**config.mk**
```make
export PLATFORM = sky130hd
export DESIGN_NAME = sw_seq_loader
export DESIGN_NICKNAME = d
export VERILOG_FILES = /design/src/rtl/sw_pkg.sv /design/src/rtl/sw_base_enc.sv /design/src/rtl/sw_seq_loader.sv
export SDC_FILE = /design/constraint.sdc
export NUM_CORES = 1
export LEC_CHECK = 0
export CAP_MARGIN = 20
export CORE_MARGIN = 3
export CORE_UTILIZATION = 55
export DETAILED_ROUTE_END_ITERATION = 8
export PLACE_DENSITY = 0.72
export RECOVER_POWER = 100
export SLEW_MARGIN = 20
export SYNTH_ARGS = -nofsm -noshare
export SYNTH_HDL_FRONTEND = slang
export SYNTH_HIERARCHICAL = 1
export SYNTH_SLANG_ARGS = --single-unit
```
**constraint.sdc**
```tcl
create_clock -name clk -period 3 [get_ports clk]
set_clock_uncertainty 0.2 [all_clocks]
set_input_delay 0.6 -clock clk [delete_from_list [all_inputs] [get_ports clk]]
set_output_delay 0.6 -clock clk [all_outputs]
set_load 0.005 [all_outputs]
```
**src/rtl/sw_pkg.sv**
```systemverilog
// Shared types and constants for the Smith-Waterman sequence loader.
// Holds the default job geometry, the loader state encoding and the 2-bit base codes.
package sw_pkg;

    localparam int SW_REF_LEN = 64;
    localparam int SW_QRY_LEN = 48;
    localparam int SW_CNT_W   = 7;

    typedef enum logic [1:0] {
        LOAD_REF,
        LOAD_QRY,
        STREAM,
        WAIT_SW
    } sw_state_e;

    // Codes are simply ASCII bits [2:1]; the core only tests them for equality.
    localparam logic [1:0] BASE_A = 2'b00;
    localparam logic [1:0] BASE_C = 2'b01;
    localparam logic [1:0] BASE_T = 2'b10;
    localparam logic [1:0] BASE_G = 2'b11;

    // True only for A/C/G/T in either case: the code selects which letter must match.
    function automatic logic is_legal_base(input logic [7:0] ch);
        logic [7:0] folded;
        folded = ch & 8'hDF;
        case (ch[2:1])
            BASE_A:  return folded == 8'h41;
            BASE_C:  return folded == 8'h43;
            BASE_T:  return folded == 8'h54;
            BASE_G:  return folded == 8'h47;
            default: return 1'b0;
        endcase
    endfunction

endpackage

```
**src/rtl/sw_base_enc.sv**
```systemverilog
// Combinational ASCII-to-base-code encoder for the sequence loader.
// With SW_LOADER_CHARCHK_EN defined it also reports whether the character is a legal nucleotide.
module sw_base_enc
    import sw_pkg::*;
(
    input  logic [7:0] in_data,
    output logic [1:0] code
`ifdef SW_LOADER_CHARCHK_EN
    ,
    output logic       legal
`endif
);

    assign code = in_data[2:1];

`ifdef SW_LOADER_CHARCHK_EN
    assign legal = is_legal_base(in_data);
`else
    logic unused_bits;
    assign unused_bits = ^{in_data[7:3], in_data[0]};
`endif

endmodule

```
**src/rtl/sw_seq_loader.sv**
```systemverilog
// Loads one reference/query job from a host byte stream and replays it to the Smith-Waterman core.
// Optional SW_LOADER_CHARCHK_EN adds a sticky illegal-character flag on bad_char.
module sw_seq_loader
    import sw_pkg::*;
#(
    parameter int REF_LEN = SW_REF_LEN,
    parameter int QRY_LEN = SW_QRY_LEN,
    parameter int CNT_W   = SW_CNT_W
) (
    input  logic       clk,
    input  logic       reset,
    input  logic       in_valid,
    input  logic [7:0] in_data,
    output logic       in_ready,
    output logic       sw_valid,
    output logic [1:0] sw_data_ref,
    output logic [1:0] sw_data_query,
    input  logic       sw_finish,
    output logic       busy,
    output logic       bad_char
);

    localparam int               ADDR_W   = $clog2(REF_LEN);
    localparam int               DEPTH    = 1 << ADDR_W;
    localparam logic [CNT_W-1:0] REF_LAST = CNT_W'(REF_LEN - 1);
    localparam logic [CNT_W-1:0] QRY_LAST = CNT_W'(QRY_LEN - 1);
    localparam logic [CNT_W-1:0] QRY_END  = CNT_W'(QRY_LEN);

    sw_state_e        state_q;
    sw_state_e        state_d;
    logic [CNT_W-1:0] cnt_q;
    logic [CNT_W-1:0] cnt_d;
    logic [CNT_W-1:0] rd_idx;
    logic             accept;
    logic [1:0]       code;
    logic [1:0]       qry_rd;
    logic             sw_valid_d;
    logic [1:0]       sw_ref_d;
    logic [1:0]       sw_qry_d;
    logic             busy_d;

    logic [1:0] ref_buf [DEPTH];
    logic [1:0] qry_buf [DEPTH];

    // Ready is a pure state decode, forced low while reset is held.
    assign in_ready = reset && (state_q == LOAD_REF || state_q == LOAD_QRY);
    assign accept   = in_valid && in_ready;

`ifdef SW_LOADER_CHARCHK_EN
    logic legal;
    logic bad_q;

    sw_base_enc u_enc (
        .in_data (in_data),
        .code    (code),
        .legal   (legal)
    );

    always_ff @(posedge clk or negedge reset) begin
        if (!reset) begin
            bad_q <= 1'b0;
        end else if (accept) begin
            // The first character of a job restarts the flag instead of accumulating.
            if (state_q == LOAD_REF && cnt_q == '0) begin
                bad_q <= !legal;
            end else if (!legal) begin
                bad_q <= 1'b1;
            end
        end
    end

    assign bad_char = bad_q;
`else
    sw_base_enc u_enc (
        .in_data (in_data),
        .code    (code)
    );

    assign bad_char = 1'b0;
`endif

    // NOTE: buffers hold no reset; every entry is written before the stream reads it.
    always_ff @(posedge clk) begin
        if (accept && state_q == LOAD_REF) begin
            ref_buf[cnt_q[ADDR_W-1:0]] <= code;
        end
        if (accept && state_q == LOAD_QRY) begin
            qry_buf[cnt_q[ADDR_W-1:0]] <= code;
        end
    end

    // Outputs are registered, so the read index runs one ahead of the presented element.
    assign rd_idx = (state_q == STREAM) ? cnt_q + 1'b1 : '0;
    assign qry_rd = (QRY_LEN == 1 && state_q == LOAD_QRY) ? code
                                                           : qry_buf[rd_idx[ADDR_W-1:0]];

    always_comb begin
        // NOTE: every output gets a default first so no path can infer a latch.
        state_d    = state_q;
        cnt_d      = cnt_q;
        sw_valid_d = 1'b0;
        busy_d     = busy;

        unique case (state_q)
            LOAD_REF: begin
                if (accept) begin
                    busy_d = 1'b1;
                    if (cnt_q == REF_LAST) begin
                        cnt_d   = '0;
                        state_d = LOAD_QRY;
                    end else begin
                        cnt_d = cnt_q + 1'b1;
                    end
                end
            end
            LOAD_QRY: begin
                if (accept) begin
                    if (cnt_q == QRY_LAST) begin
                        cnt_d      = '0;
                        state_d    = STREAM;
                        sw_valid_d = 1'b1;
                    end else begin
                        cnt_d = cnt_q + 1'b1;
                    end
                end
            end
            STREAM: begin
                if (cnt_q == REF_LAST) begin
                    cnt_d   = '0;
                    state_d = WAIT_SW;
                end else begin
                    cnt_d      = cnt_q + 1'b1;
                    sw_valid_d = 1'b1;
                end
            end
            WAIT_SW: begin
                if (sw_finish) begin
                    state_d = LOAD_REF;
                    busy_d  = 1'b0;
                end
            end
            default: begin
                state_d = LOAD_REF;
                cnt_d   = '0;
            end
        endcase

        sw_ref_d = sw_valid_d ? ref_buf[rd_idx[ADDR_W-1:0]] : BASE_A;
        sw_qry_d = (sw_valid_d && rd_idx < QRY_END) ? qry_rd : BASE_A;
    end

    always_ff @(posedge clk or negedge reset) begin
        if (!reset) begin
            state_q       <= LOAD_REF;
            cnt_q         <= '0;
            sw_valid      <= 1'b0;
            sw_data_ref   <= BASE_A;
            sw_data_query <= BASE_A;
            busy          <= 1'b0;
        end else begin
            // NOTE: non-blocking updates keep all state changing together at the edge.
            state_q       <= state_d;
            cnt_q         <= cnt_d;
            sw_valid      <= sw_valid_d;
            sw_data_ref   <= sw_ref_d;
            sw_data_query <= sw_qry_d;
            busy          <= busy_d;
        end
    end

endmodule

```
## After elaboration in Yosys (flattened, before gate mapping)

Memory sizes are Yosys's and may differ from the RTL's.
Index checks and enable logic that the tools add are counted.

- Add/sub/neg operators: 1
- Multipliers: 0
- Divide/modulo/power cells: 0
- $lt $le $gt $ge: 1
- Equal/unequal tests: 11
- Shift operators: 0
- Multiplexer cells: 26
- Bitwise logic cells: 0
- Reduce and logical (&&, ||, !) cells: 12

Operator list:

| operator | number |
|---|---|
| 7-bit two-way mux | 5 |
| 7-bit case mux with 3 select lines | 1 |
| 2-bit two-way mux | 8 |
| 7-bit by 6-bit == test with 1-bit output, second input constant | 2 |
| 1-bit two-way mux | 9 |
| 2-bit case mux with 4 select lines | 1 |
| 7-bit by 1-bit adder with 7-bit output, second input constant | 1 |
| 7-bit by 6-bit less-than comparator with 1-bit output, second input constant | 1 |
| 2-bit by 1-bit inequality test with 1-bit output, second input constant | 3 |
| 2-bit inequality test, second input constant | 3 |
| 3-bit AND reduction | 2 |
| 6-bit AND reduction | 1 |
| 1-bit logical AND | 5 |
| 2-bit == test, second input constant | 2 |
| 1-bit case mux with 2 select lines | 2 |
| 3-bit nonzero test | 1 |
| 2-bit by 1-bit == test with 1-bit output, second input constant | 1 |
| 2-bit logical NOT | 1 |
| 2-bit nonzero test | 1 |
| 1-bit logical OR | 1 |

- Register bits: 15
- Latch bits: 0
- Memory bits (writable): 256
- Memory bits (read-only): 0
- Input port bits: 12
- Word-level logic and storage cells: 59
- Memories: 2

Memory list:

| memory | depth | bits a word | rd ports | clocked after memory_dff | wr ports | line | source |
|---|---|---|---|---|---|---|---|
| qry_buf | 64 | 2 | 1 | 0 | 1 | sw_seq_loader.sv:43 | `logic [1:0] qry_buf [DEPTH];` |
| ref_buf | 64 | 2 | 1 | 0 | 1 | sw_seq_loader.sv:42 | `logic [1:0] ref_buf [DEPTH];` |

## Depth between registers and ports, before layout

- Depth after elaboration: 8
- Depth in mapped cells: 11
- Depth with buffers taken out: 9

## Hierarchy

Netlist, hierarchy kept.

By module, submodules not included:

| module | times used | cells each | area an instance (sq um) | sequential area each (sq um) |
|---|---|---|---|---|
| sw_seq_loader | 1 | 795 | 10445.0 | 7101.8 |
| sw_base_enc | 1 | 2 | 15.0 | 0.0 |

## Worst setup path before layout

OpenSTA, ideal clock, no wires.

- Kind: register to register
- Start: register cnt_q[0]
- End: register sw_data_query[1]
- Library setup time: 122 ps
- Data arrival time: 2291 ps
- Data required time: 2678 ps
- Slack: 388 ps
- Cell stages (with the launch flop): 11
- Path buffers: 2
- Cells stage by stage: dfrtp_1 ha_1 buf_2 xor2_4 and2_4 buf_6 mux4_2 mux2_2 a21oi_1 o21ai_1 o2111a_1

- Word-level cells in the longest chain between the ends: 6

Ends and longest elaborated chain:

| what | line | source |
|---|---|---|
| start, declared | sw_seq_loader.sv:31 | `logic [CNT_W-1:0] cnt_q;` |
| start signal, assigned | sw_seq_loader.sv:163 | `cnt_q <= cnt_d;` |
| parallel branches: the longest is 5 deep, another holds 7-bit by 1-bit adder with 7-bit output | -- |  |
| 2-bit two-way mux (*) | sw_seq_loader.sv:149 | `sw_qry_d = (sw_valid_d && rd_idx < QRY_END) ? qry_rd : BASE_A;` |
| via sw_qry_d[1] | sw_seq_loader.sv:39 | `logic [1:0] sw_qry_d;` |
| end signal, assigned | sw_seq_loader.sv:166 | `sw_data_query <= sw_qry_d;` |
| end, declared | sw_seq_loader.sv:17 | `output logic [1:0] sw_data_query,` |

Mark *: on every way through the listed nets, which the timed path passes.
A chain may end at the register's enable or synchronous reset.

## Worst setup path after layout

- Start: register state_q[0]
- End: register sw_data_ref[0]

- Word-level cells in the longest chain between the ends: 7

Ends and longest elaborated chain:

| what | line | source |
|---|---|---|
| start, declared | sw_seq_loader.sv:29 | `sw_state_e state_q;` |
| start signal, assigned | sw_seq_loader.sv:162 | `state_q <= state_d;` |
| parallel branches: the longest is 6 deep, another holds memory read 64 x 2 bit | -- |  |
| 2-bit two-way mux (*) | sw_seq_loader.sv:148 | `sw_ref_d = sw_valid_d ? ref_buf[rd_idx[ADDR_W-1:0]] : BASE_A;` |
| via sw_ref_d[0] | sw_seq_loader.sv:38 | `logic [1:0] sw_ref_d;` |
| end signal, assigned | sw_seq_loader.sv:165 | `sw_data_ref <= sw_ref_d;` |
| end, declared | sw_seq_loader.sv:16 | `output logic [1:0] sw_data_ref,` |

Marks and branches as above.

==> flow_metrics.tcl <==
set metrics [dict create \
    status "complete, but fails checks" \
    violations "max-capacitance violations, max-slew violations" \
    synth_common_cells "edfxtp_1, nor2_1, nand2_1" \
    grt_pass1_wl_mm 37.60 \
    critPathMaxStageDelay_ps 510 \
    internal_power_mw 6.825 \
    synth.most_common_cell "edfxtp_1" \
    final_area_sq_um 11810 \
    core_region_area_sq_um 18330 \
    portBuffers 12 \
    grt-ovfl-total 0 \
    max_freq_mhz 350.8 \
    cts_buffer_depth 3 \
    htree_levels 1 \
    cts-root-buf "clkbuf_16" \
    syn2layout_area_growth_pct 12.88 \
    cp_num_buf_inv 2 \
    cts_tree "built" \
    antenna_found_initial 0 \
    nNetsFinal 848 \
    num_antenna_cells 0 \
    hold_path.class "input pin to asynchronous set/reset pin" \
    ir_worst_vdd_v 0.0005073 \
    setup_ws_ps 149.7 \
    finalCritPeriodShare 0.9501 \
    yosys.area_share.simple 0.1359 \
    period_needed_ps 2850 \
    post_synth_num_cell_types 56 \
    pin_count 20 \
    critPathMaxFanout 9 \
    num_rows 49 \
    grt_pass1_vias 6702 \
    synth-xor-area-share 0.005981 \
    ys_ff_latch 239 \
    path_clk_slew_ps 60 \
    cap_violations 2 \
    p_per_area_nw_per_um2 848.3 \
    synth_edf_count 224 \
    start_util 0.5706 \
    netlist_top_cells_area "edfxtp_1, nor2_1, mux4_2" \
    report.final.slew_viol_count 161 \
    vias 6721 \
    crit_chain "inv_1 > ha_4 > buf_4 > nand2b_1 > o22ai_1 > a32oi_1 > nand3_1 > a21oi_1 > nor4_1" \
    synth_compound_area_frac 0.07344 \
    yosys.area.top_type_share 0.6431 \
    slew_headroom -0.3899 \
    fp.dieArea_sq_um 20710 \
    seq_area_frac_synth 0.6789 \
    drt-initial-drc-count 802 \
    synth_top_family_by_area "simple AND/OR/NAND/NOR gates" \
    rsz0062_at_grt "false" \
    worst-path-stages 9 \
    tightest_slew_ps 2085 \
    critical_path.top_delay_family "compound AO/OA/AOI/OAI gates" \
    syn_area_sq_um 10460 \
    pwr-share-clk 0.306 \
    path_class "flip-flop to flip-flop" \
    pre_cts_slack_ps 28.30 \
    yosysWarningCount 6 \
    wl_mm 24.35 \
    setup_viol 0 \
    vias_per_cell 6.240 \
    drc 0 \
    grt_max_degree 113 \
    post_cts.repair.setup_buffers 0 \
    dpl-instance-area_sq_um 11040 \
    p_seq_frac 0.382 \
    track_usage 0.2390 \
    die_w_um 143.9 \
    syn_avg_cell_area_sq_um 13.12 \
    power.switching_mw 3.191 \
    cp.arrival_ps 3040 \
    slowest_stage "o22ai_1" \
    p_comb_frac 0.312 \
    worstSetupEndpointType "flip-flop" \
    cts_inserted_buffers 24 \
    wl_per_cell_um 22.61 \
    ant_nets 0 \
    muxShareOfSynthArea 0.06854 \
    synth_cells 797 \
    cp-start-kind "flip-flop" \
    cts_hold_buffers 0 \
    async_flop_share 0.06276 \
    dr.pass1.iters 5 \
    drive_gt1_frac 0.1356 \
    dp_hpwl_mm 16.07 \
    die_y_um 143.9 \
    tns_ps 0 \
    synth_nets 815 \
    yosys.area.top_type "edfxtp_1" \
    synth-adder-area-share 0.007177 \
    required_ps 3190 \
    r2r_cells 9 \
    sw_frac_of_total 0.3186 \
    hold_viol_final 0 \
    fillers 1345 \
    leakage_nw 3.879 \
    cts_resized 1 \
    cts.sinks 239 \
    synth_flop_cell "edfxtp_1" \
    clk_latency_ps 510 \
    routabilityCongestion 0.8723 \
]
-- power by group through the flow --
stage	clock, mW	combinational (mW)	sequential [mW]
6_report	3.07	3.12	3.82
5_1_grt	3.24	3.36	3.83
4_1_cts	3.11	3.12	3.82
3_5_place_dp	0	3.11	3.88
3_3_place_gp	0	3.04	3.88
2_1_floorplan	0	2.12	3.85
-- layout make-up --
cell class / count / area, sq um / share of cell area
repair buffers: 62 / 489.2 / 0.04143
clock buffers: 27 / 633.1 / 0.05362
inverters: 9 / 33.78 / 0.002861
well taps: 229 / 286.5 / 0.02427
multi-input cells: 494 / 3079 / 0.2608
clock inverters: 17 / 182.7 / 0.01547
flip-flops and latches: 239 / 7103 / 0.6016
-- flip-flops by register name, summed over array words and instances (netlist names) --
name / cells
sw_data_query: 2
sw_valid: 1
ref_buf: 128
state_q: 2
qry_buf: 96
busy: 1
cnt_q: 7
sw_data_ref: 2
-- per-layer routing --
metal / vias to the layer above / share of wire / GRT usage
li1: 3032 / - / -
met1: 3350 / 0.41 / 0.3284
met2: 284 / 0.49 / 0.3966
met3: 55 / 0.066 / 0.04027
met4: 0 / 0.030 / 0.07235
met5: - / 0 / 0
-- per-stage QoR --
| stage | hold WS (ps) | power (mW) | utilization | std cells |
|---|---|---|---|---|
| after detailed placement | 327.6 | 6.994 | 0.6023 | 1033 |
| after global placement | 311.0 | 6.922 | 0.6023 | 1033 |
| final | 214.2 | 10.02 | 0.6441 | 1077 |
| after global routing | 215.5 | 10.43 | 0.6441 | 1077 |
| after floorplan | 104.4 | 5.970 | - | 797 |
| after CTS | 125.9 | 10.05 | 0.6470 | 1077 |
-- path summary, 6_finish.rpt --
| path | end | start | slack, ps |
|---|---|---|---|
| worst max-delay path | sw_data_ref[0] | state_q[0] | 150 |
| worst min-delay path | busy | reset | 210 |
| worst max register to register | sw_data_ref[0] | state_q[0] | 150 |
| worst min register to register | busy | busy | 330 |
| max in group asynchronous | cnt_q[0] | reset | 1530 |
| min in group clk | busy | busy | 330 |
-- cell families after synthesis --
kind of cell | Yosys count
AO/OA/AOI/OAI | 108
AND/OR/NAND/NOR | 329
other | 1
multiplexers | 45
buffers and inverters | 64
XOR/XNOR | 5
flip-flops | 239
adder cells (fa/ha/maj) | 6
-- placed cells by master (no fill, tap or decap), drive strengths merged, types with 2 or more instances in the layout --
cell,Yosys,routed
a211oi,18,18
a21oi,13,13
a221oi,3,3
a22oi,2,2
a31oi,17,17
a32oi,11,11
and2,7,7
and3,5,5
buf,30,35
bufinv,0,4
clkbuf,25,44
clkdlybuf4s50,0,3
clkinv,1,14
dfrtp,15,15
dlygate4sd3,0,7
edfxtp,224,224
ha,6,6
inv,8,8
mux2,3,3
mux2i,21,21
mux4,21,21
nand2,107,107
nand2b,4,4
nand3,34,34
nor2,132,132
nor2b,21,21
nor3,5,5
nor4,4,4
o211a,2,2
o211ai,2,2
o21a,2,2
o21ai,14,14
o221ai,6,6
o22ai,7,7
o32ai,2,2
or2,6,6
or3,2,2
xnor2,4,4
No activity file was read; power rests on OpenSTA's default activity.
